==> src/rtl/exit_gate_ctrl.sv <==
// +----------------------------------------------------------------------+
// | exit_gate_ctrl: exit barrier sequencing and lot occupancy counter    |
// | Rev 1.0                                                              |
// +----------------------------------------------------------------------+
`default_nettype none

module exit_gate_ctrl #(
  parameter int MAX_CARS    = 10,
  parameter int CNT_W       = 4,
  parameter int PAY_TIMEOUT = 16
) (
  input  logic             clk,
  input  logic             rst_n,
  input  logic             car,
  input  logic             in_sens,
  input  logic             out_sens,
  input  logic             paid,
  input  logic             entry_done,
  output logic             gate,
  output logic             exit_done,
  output logic             alarm,
  output logic [CNT_W-1:0] count,
  output logic             full,
  output logic             empty
);

  localparam int TMR_W = (PAY_TIMEOUT > 2) ? $clog2(PAY_TIMEOUT) : 1;

  localparam logic [1:0] ST_IDLE     = 2'd0;
  localparam logic [1:0] ST_WAIT_PAY = 2'd1;
  localparam logic [1:0] ST_OPEN     = 2'd2;
  localparam logic [1:0] ST_CLEAR    = 2'd3;

  localparam logic [TMR_W-1:0] TMR_LAST = TMR_W'(PAY_TIMEOUT - 1);
  localparam logic [CNT_W-1:0] CNT_MAX  = CNT_W'(MAX_CARS);
  localparam logic [CNT_W-1:0] CNT_ONE  = CNT_W'(1);
  localparam logic [TMR_W-1:0] TMR_ONE  = TMR_W'(1);

  logic [1:0]       state_q, state_d;
  logic [TMR_W-1:0] timer_q, timer_d;
  logic             gate_q, gate_d;
  logic             exit_done_q, exit_done_d;
  logic             alarm_q, alarm_d;
  logic [CNT_W-1:0] count_q, count_d;

  logic empty_w;
  assign empty_w = (count_q == '0);

  always_comb begin
    state_d     = state_q;
    timer_d     = timer_q;
    alarm_d     = 1'b0;
    exit_done_d = 1'b0;
    case (state_q)
      ST_IDLE: begin
        // An empty lot cannot have a car leaving it; ignore the sensors.
        if (car && in_sens && !empty_w) begin
          state_d = ST_WAIT_PAY;
          timer_d = '0;
        end
      end
      ST_WAIT_PAY: begin
        if (!car) begin
          state_d = ST_IDLE;
        end else if (paid) begin
          state_d = ST_OPEN;
        end else if (timer_q == TMR_LAST) begin
          state_d = ST_IDLE;
          alarm_d = 1'b1;
        end else begin
          timer_d = timer_q + TMR_ONE;
        end
      end
      ST_OPEN: begin
        if (out_sens) state_d = ST_CLEAR;
      end
      ST_CLEAR: begin
        if (!out_sens) begin
          state_d     = ST_IDLE;
          exit_done_d = 1'b1;
        end
      end
      default: state_d = ST_IDLE;
    endcase
    gate_d = (state_d == ST_OPEN) || (state_d == ST_CLEAR);
  end

  // The registered exit pulse feeds the counter, so the decrement lands one edge later.
  always_comb begin
    count_d = count_q;
    if (entry_done && !exit_done_q) begin
      if (count_q != CNT_MAX) count_d = count_q + CNT_ONE;
    end else if (exit_done_q && !entry_done) begin
      if (count_q != '0) count_d = count_q - CNT_ONE;
    end
  end

  always_ff @(posedge clk) begin
    if (!rst_n) begin
      state_q     <= ST_IDLE;
      timer_q     <= '0;
      gate_q      <= 1'b0;
      exit_done_q <= 1'b0;
      alarm_q     <= 1'b0;
      count_q     <= '0;
    end else begin
      state_q     <= state_d;
      timer_q     <= timer_d;
      gate_q      <= gate_d;
      exit_done_q <= exit_done_d;
      alarm_q     <= alarm_d;
      count_q     <= count_d;
    end
  end

  assign gate      = gate_q;
  assign exit_done = exit_done_q;
  assign alarm     = alarm_q;
  assign count     = count_q;
  assign full      = (count_q == CNT_MAX);
  assign empty     = empty_w;

endmodule

`default_nettype wire

==> config.mk <==
export PLATFORM = sky130hd
export DESIGN_NAME = exit_gate_ctrl
export DESIGN_NICKNAME = d
export VERILOG_FILES = /design/src/rtl/exit_gate_ctrl.sv
export SDC_FILE = /design/constraint.sdc
export NUM_CORES = 1
export LEC_CHECK = 0
export BUFFER_PORTS_ARGS = -buffer_cell sky130_fd_sc_hd__buf_2
export CAP_MARGIN = 15
export CORE_MARGIN = 3
export CORE_UTILIZATION = 50
export CTS_BUF_LIST = sky130_fd_sc_hd__clkbuf_16
export DETAILED_ROUTE_END_ITERATION = 10
export PLACE_DENSITY = 0.71
export SLEW_MARGIN = 5
export SYNTH_ARGS = -nofsm -noshare
export SYNTH_HDL_FRONTEND = slang
export SYNTH_SLANG_ARGS = --single-unit
==> constraint.sdc <==
create_clock -name clk -period 2.95 [get_ports clk]
set_clock_uncertainty 0.1 [all_clocks]
set_input_delay 0.295 -clock clk [delete_from_list [all_inputs] [get_ports clk]]
set_output_delay 0.295 -clock clk [all_outputs]
set_load 0.005 [all_outputs]
# After elaboration in Yosys (flattened, before gate mapping)
# Index checks and enable logic that the tools add are counted.
[word_totals]
register_bits = 13
latchBits = 0
ram_bits = 0
rom_bits = 0
input_bits = 7
output_inout_bits = 9
wordCells = 61
n_memories = 0
[op_classes]
add_sub_neg = 3
multipliers = 0
div = 0
magnitude_cmp = 0
eq_ne = 13
shifts = 0
muxes = 18
n_bitwise = 3
reduce_logical = 18
[ops]
columns = ["operator", "n"]
rows = [
  ["$mux W4", 8],
  ["$mux W2", 6],
  ["$add A4 B1 Y4 const B", 2],
  ["$eq A2 B2 Y1 const B", 4],
  ["$eq A4 B4 Y1 const B", 2],
  ["$ne A2 B2 Y1 const B", 4],
  ["$pmux W2 S4", 1],
  ["$pmux W4 S2", 1],
  ["$reduce_bool A2 Y1", 3],
  ["$reduce_and A5 Y1", 1],
  ["$logic_and A1 B1 Y1", 4],
  ["$logic_not A4 Y1", 1],
  ["$ne A4 B4 Y1 const B", 1],
  ["$reduce_bool A4 Y1", 1],
  ["$reduce_or A4 Y1", 1],
  ["$sub A4 B1 Y4 const B", 1],
  ["$logic_not A1 Y1", 3],
  ["$not A1 Y1", 3],
  ["$reduce_and A3 Y1", 1],
  ["$eq A2 B1 Y1 const B", 1],
  ["$logic_not A2 Y1", 1],
  ["$mux W1", 2],
  ["$ne A2 B1 Y1 const B", 1],
  ["$reduce_and A2 Y1", 1],
  ["$logic_or A1 B1 Y1", 1],
]

# Depth between registers and ports, before layout
# Gate-level depths: netlist of the first run.
[depth]
word_depth = 7
mapped_depth = 8
mapped_depth_nobuf = 8

# Worst setup path after synthesis of the first run
# No wires, ideal clock.
[synth_path]
kind = "flip-flop to flip-flop"
from = "register exit_done_q, in the netlist exit_done"
to = "register count_q[3], in the netlist count[3]"
setup_ns = 0.124
t_arrival_ns = 1.569
t_required_ns = 2.726
setup_slack_ns = 1.157
stages_incl_launch_ff = 9
n_path_buf = 0
period_less_slack_ns = 1.793
cell_sequence = "dfxtp_1 inv_1 ha_1 inv_1 ha_1 a21o_1 a21oi_1 mux2i_1 a31oi_1"
[synth_via]
elab_chain_cells = 4
word_cells_on_any_way = 8
cone_classes = "1 x eq/ne; 1 x mux; 6 x reduce/logical"
[synth_rtl]
columns = ["element", "line", "rtl"]
rows = [
  ["start: declaration", "42", "logic exit_done_q, exit_done_d;"],
  ["start signal: assignment", "110", "exit_done_q <= exit_done_d;"],
  ["$logic_not A1 Y1", "91", "if (entry_done && !exit_done_q) begin"],
  ["$logic_and A1 B1 Y1", "91", ""],
  ["$ne A2 B1 Y1 (no line) / $reduce_bool A2 Y1 (equally long branches)", "n/a", ""],
  ["$reduce_and A3 Y1 (no line)", "n/a", ""],
  ["end signal: assignment", "112", "count_q <= count_d;"],
  ["end: declaration", "44", "logic [CNT_W-1:0] count_q, count_d;"],
]
# Parallel ways exist; a longest one is shown, timed or not.
# A chain may end at the register's enable or synchronous reset.

# Worst setup path in the final report of the first run
# Same ends and word-level chain as after synthesis.

==> impl_metrics.csv, run 1 <==
group,metric,value,unit
cts,insertion_delay,0.24,ns
final_layout,syn2layout_area_growth,23.8,%
detailed_routing,antenna_left,0,
detailed_routing,firstDrtPassIters,4,
final_layout,nets,109,
sta,maxSlewHeadroom,76.9,%
floorplanning,start_util,58.4,%
detailed_routing,vias,618,
cts,ctsResizeCount,0,
yosys,syn_area,711,um^2
detailed_routing,top_layer_used,"met4",
detailed_routing,wl_met3,104,um
yosys,yosys.area_share.simple,25.4,%
yosys,ys_warn_count,0,
yosys,synth_top_family_by_area,"simple AND/OR/NAND/NOR gates",
floorplanning,dieHeight,43.7,um
yosys,avgSynthCellArea,9.11,um^2
yosys,yosys.area.top_type,"dfxtp_1",
sta,fmax,502,MHz
cts,h-tree-depth,1,
global_route,antenna_found_initial,0,
sta,rsz0062_at_grt,"no",
final_layout,stdcell_count,110,
placed_design,gp_congestion,0.798,
yosys,ys_ff_latch,13,
yosys,synthFlopType,"dfxtp_1",
floorplanning,core-area,1220,um^2
critical_path,crit_path_end_kind,"flop",
yosys,netlist-cell-type-count,27,
sta,hold_viol_final,0,
sta,min_period,1.99,ns
detailed_routing,drc,0,
detailed_routing,wl_met1,650,um
yosys,syn_inst,78,
run_status,status,"complete, no violations",
cts,clockRootBuffer,"clkbuf_16",
critical_path,path_max_fanout,6,
floorplanning,rows,12,
cts,ctsHoldBuffers,0,
yosys,synthAdderAreaFrac,9.86,%
power_and_ir_drop,power_leakage,0.000400,uW
critical_path,startpoint_type,"flop",
floorplanning,die_w,43.7,um
critical_path,arrival,2.01,ns
detailed_routing,drtIter0Drc,13,
detailed_routing,wl_per_cell,12.5,um
yosys,netlist.area_leader.share,36.6,%
yosys,syn_nets,90,
sta,fin_tns_setup,0,ns
yosys,synth_compound_area_share,16.9,%
global_route,grt_pass1_vias,542,
job,max_cap_viol_count,0,
yosys,yosys-top-cells-area,"dfxtp_1 (37%), ha_1 (7.0%), mux2i_1 (5.6%), nand2_1 (4.8%), and4bb_2 (3.5%)",
power_and_ir_drop,power.density,692,nW/um^2
placed_design,hpwlAfterDp,999,um
cts,numClockSinks,13,
floorplanning,design.die.area,1910,um^2
yosys,yosysMostFrequentCell,"dfxtp_1",
placed_design,port_buffers,15,
sta,finalSetupViolations,0,
cts,post_cts_buffers,0,
floorplanning,io_pins,16,
final_layout,drive_above_1_share,25.0,%
cts,clk_pin_slew_worst_paths,0.05,ns
critical_path,path_class,"flop to flop",
yosys,ys_async_sr_fraction,0,%
global_route,grt_pass1_wl,2.33,mm
hold_path,min_path_type,"primary input to flop",
detailed_routing,wirelength,1.38,mm
sta,worstMarginPinSlew,0.346,ns
sta,drv_slew,0,
yosys,synth_edf_count,0,
cts,cts_tree,"done",
yosys,muxShareOfSynthArea,5.63,%
sta,period_share,67.5,%
global_route,track_usage,16.0,%
critical_path,r2r_setup_slack,0.96,ns
cts,clock_path_buffers,2,
cts,cts_buffers,3,
global_route,grt_max_degree,13,
power_and_ir_drop,vdd_drop_max,0.000517,V
critical_path,required,2.97,ns
final_layout,num_antenna_cells,0,
global_route,grt-ovfl-total,0,
placed_design,dp.cells,106,
detailed_routing,wl_met2,609,um
yosys,synth_xor_area_share,2.46,%
detailed_routing,routed_via_density,5.62,
yosys,yosysSeqAreaShare,36.6,%
yosys,ys_top_cells_by_count,"dfxtp_1 (13), nand2_1 (9), inv_1 (5), o21ai_0 (5)",
[cells in the final DEF (no fill, tap or decap), drive strengths merged, types with 2 or more instances in the layout]
cell type	synthesis	layout
o21ai	5	5
nand3	3	3
and3	2	2
a21boi	3	3
nand2b	2	2
clkbuf	1	3
dfxtp	13	13
buf	0	15
nand2	9	9
a21oi	4	4
inv	5	5
mux2i	4	4
nor4	2	2
nor2	3	3
ha	4	4
and4bb	2	2
or3	4	4
xor2	2	2
[worst max-delay path, stage by stage, from the launching register on]
cell	delay, ns
dfxtp_1	0.30
inv_1	0.05
ha_1	0.23
inv_1	0.13
ha_1	0.30
a21o_1	0.18
a21oi_1	0.26
mux2i_1	0.23
a31oi_1	0.09
[cells by family after synthesis]
logic type                 count (synthesis)
xor gates and xnor gates                   2
muxes                                      4
adders and majority gates                  5
buffers and inverters                      6
AOI/OAI and AO/OA                         17
DFF                                       13
and+or+nand+nor                           31
[layer usage]
layer | vias up | track usage [%]
li1 | 322 | -
met1 | 272 | 21.6
met2 | 22 | 23.8
met3 | 2 | 5.39
met4 | 0 | 5.42
met5 | - | 0
[where the power goes]
part	switching [uW]	internal, uW	total (uW)
Sequential	26.3	192	218
Combinational	65.2	67.4	133
Clock	78.0	181	259
[final cells by class]
class                      instances  area, um^2
clock inverter                     1        5.00
tap                               14        17.5
fill                              96         337
sequential                        13         260
multi-input combinational         59         428
timing repair buffer              15        75.1
inverter                           5        18.8
clock buffer                       3        75.1
[path summary, 6_finish.rpt]
kind         startpoint         end  depth (start not counted)
max           exit_done    count[3]                          8
min                paid       alarm                          2
max reg2reg   exit_done    count[3]                          8
min reg2reg  timer_q[3]  timer_q[3]                          2
[state kept, by name (all words and copies together), names as in the netlist]
signal     cells
timer_q        4
count          4
alarm          1
exit_done      1
gate           1
state_q        2
[stage by stage]
step	instance area, um^2	hold slack (ns)	power [uW]	utilization, %	worst slack [ns]
2_1_floorplan	711	0.271	310	-	1.16
3_3_place_gp	800	0.372	351	65.7	1.03
3_5_place_dp	800	0.387	353	65.7	0.944
4_1_cts	880	0.136	612	72.3	0.964
5_1_grt	880	0.139	637	72.3	0.789
6_report	880	0.138	609	72.3	0.960
No activity file was read; power rests on OpenSTA's default activity.
==> run 2, diff against run 1 <==
==> constraint.sdc (replaced) <==
create_clock -name clk -period 1.95 [get_ports clk]
set_clock_uncertainty 0.1 [all_clocks]
set_input_delay 0.195 -clock clk [delete_from_list [all_inputs] [get_ports clk]]
set_output_delay 0.195 -clock clk [all_outputs]
set_load 0.005 [all_outputs]
==> run 2 against run 1 <==
Sequential power is 46% higher; fmax is 9.1% higher; routed wire length is 14% higher; first-iteration DRC count is 7.7% higher; critical path depth stayed put; count of clock-buffer cells in the layout stayed put; die area stayed put; setup slack worse by 0.83 ns; clock power is 46% higher; global-route usage is 1.0 points higher; flip-flop and latch count stayed put; register-to-register slack worse by 0.83 ns; critical path type unchanged; highest routed layer is now met3.
==> impl_metrics.csv, run 2 (synthesis results as in run 1) <==
group,metric,value,unit
final_layout,mostFrequentLayoutCell,"buf_2",
cts,insertion_delay,0.24,ns
placed_design,dp_slack,0.0184,ns
detailed_routing,drtIter0Drc,14,
sta,rsz0062_at_grt,"no",
cts,h-tree-depth,1,
floorplanning,die_w,43.7,um
cts,clock_path_buffers,2,
sta,worst_slack,0.126,ns
floorplanning,io_pins,16,
detailed_routing,firstDrtPassIters,4,
run_status,status,"complete, no violations",
global_route,grt-ovfl-total,0,
final_layout,nets,111,
power_and_ir_drop,power.density,1030,nW/um^2
hold_path,min_path_type,"primary input to flop",
sta,fin_tns_setup,0,ns
floorplanning,core-area,1220,um^2
sta,drv_slew,0,
power_and_ir_drop,netSwitchingPower,259,uW
sta,maxSlewHeadroom,78.8,%
critical_path,required,1.97,ns
power_and_ir_drop,comb_power_share,25.6,%
power_and_ir_drop,switching_share,27.7,%
placed_design,gp_congestion,0.804,
detailed_routing,vias,635,
cts,numClockSinks,13,
global_route,grt_pass1_wl,2.47,mm
sta,period_share,93.6,%
critical_path,arrival,1.84,ns
job,max_cap_viol_count,0,
cts,cts_buffers,3,
power_and_ir_drop,power_frac_clock,40.3,%
final_layout,drive_above_1_share,27.6,%
sta,finalSetupViolations,0,
floorplanning,design.die.area,1910,um^2
power_and_ir_drop,pwr-share-seq,34.1,%
critical_path,crit_path_end_kind,"flop",
final_layout,num_antenna_cells,0,
sta,worstMarginPinSlew,0.318,ns
cts,cts_tree,"done",
power_and_ir_drop,finalPower,936,uW
detailed_routing,routed_via_density,5.67,
global_route,grt_pass1_vias,563,
power_and_ir_drop,vdd_drop_max,0.000713,V
floorplanning,start_util,58.4,%
sta,fin_hold_ws,0.0524,ns
detailed_routing,drc,0,
cts,ctsHoldBuffers,0,
critical_path,path_max_fanout,6,
detailed_routing,antenna_left,0,
critical_path,path_class,"flop to flop",
critical_path,startpoint_type,"flop",
final_layout,final_util,74.8,%
cts,clockRootBuffer,"clkbuf_16",
detailed_routing,wl_per_cell,14.0,um
placed_design,hpwlAfterDp,1.11,mm
floorplanning,rows,12,
cts,clk_pin_slew_worst_paths,0.04,ns
final_layout,n_fill_cell,99,
placed_design,port_buffers,15,
floorplanning,dieHeight,43.7,um
final_layout,final_cell_mix,"buf_2 (15), dfxtp_1 (13), nand2_1 (9), inv_1 (6), o21ai_0 (5)",
detailed_routing,wirelength,1.57,mm
sta,min_period,1.82,ns
sta,hold_viol_final,0,
power_and_ir_drop,internal-power,676,uW
power_and_ir_drop,power_leakage,0.000414,uW
global_route,grt_max_degree,13,
final_layout,syn2layout_area_growth,28.0,%
global_route,track_usage,17.1,%
global_route,antenna_found_initial,0,
sta,fmax,548,MHz
-- run 2: cell types whose count changed in the layout (fill, tap and decap cells not counted), sizes merged --
cell	delta
clkinv	-1
buf	+2
inv	+1
-- run 2: final timing paths --
path | startpoint | endpoint | slack (ns) | cells past startpoint
min reg2reg | timer_q[3] | timer_q[3] | 0.40 | 2
max | exit_done | count[3] | 0.13 | 8
min | paid | alarm | 0.05 | 2
max reg2reg | exit_done | count[3] | 0.13 | 8
-- run 2: final cells by class --
| cell class | count | area (um^2) | area share [%] |
|---|---|---|---|
| sequential | 13 | 260 | 28.6 |
| tap | 14 | 17.5 | 1.93 |
| multi-input combinational | 59 | 444 | 48.8 |
| clock inverter | 1 | 3.75 | 0.413 |
| timing repair buffer | 17 | 90.1 | 9.90 |
| clock buffer | 3 | 75.1 | 8.25 |
| inverter | 5 | 18.8 | 2.06 |
-- run 2: power groups by stage --
stage	registers [uW]	clock network, uW	logic [uW]
after floorplan	328	0	141
after global placement	321	0	223
after detailed placement	322	0	230
after CTS	318	384	231
after global routing	322	402	267
final	319	377	240
-- run 2: worst max-delay path: stages, from the launching register on --
cell	delay, ns
dfxtp_1	0.31
inv_1	0.06
ha_4	0.18
inv_1	0.12
ha_1	0.26
a21o_1	0.19
a21oi_2	0.17
mux2i_1	0.22
a31oi_1	0.09
-- run 2: repair_timing --
| item | CTS | global route |
|---|---|---|
| setup endpoints to repair | 0 | 1 |
| setup buffers | 0 | 0 |
| resized for setup | 0 | 3 |
-- run 2: through the flow --
step                instances  area [um^2]
floorplan                  78          711
detailed placement        108          815
finish                    112          910
global placement          108          815
global route              112          910
CTS                       112          893
-- run 2: routing by layer --
layer	up-vias	GRT usage (%)	wire (um)
li1	320	-	-
met1	290	24.6	760
met2	25	24.4	721
met3	0	5.81	91
met4	0	3.61	0
met5	-	0	0
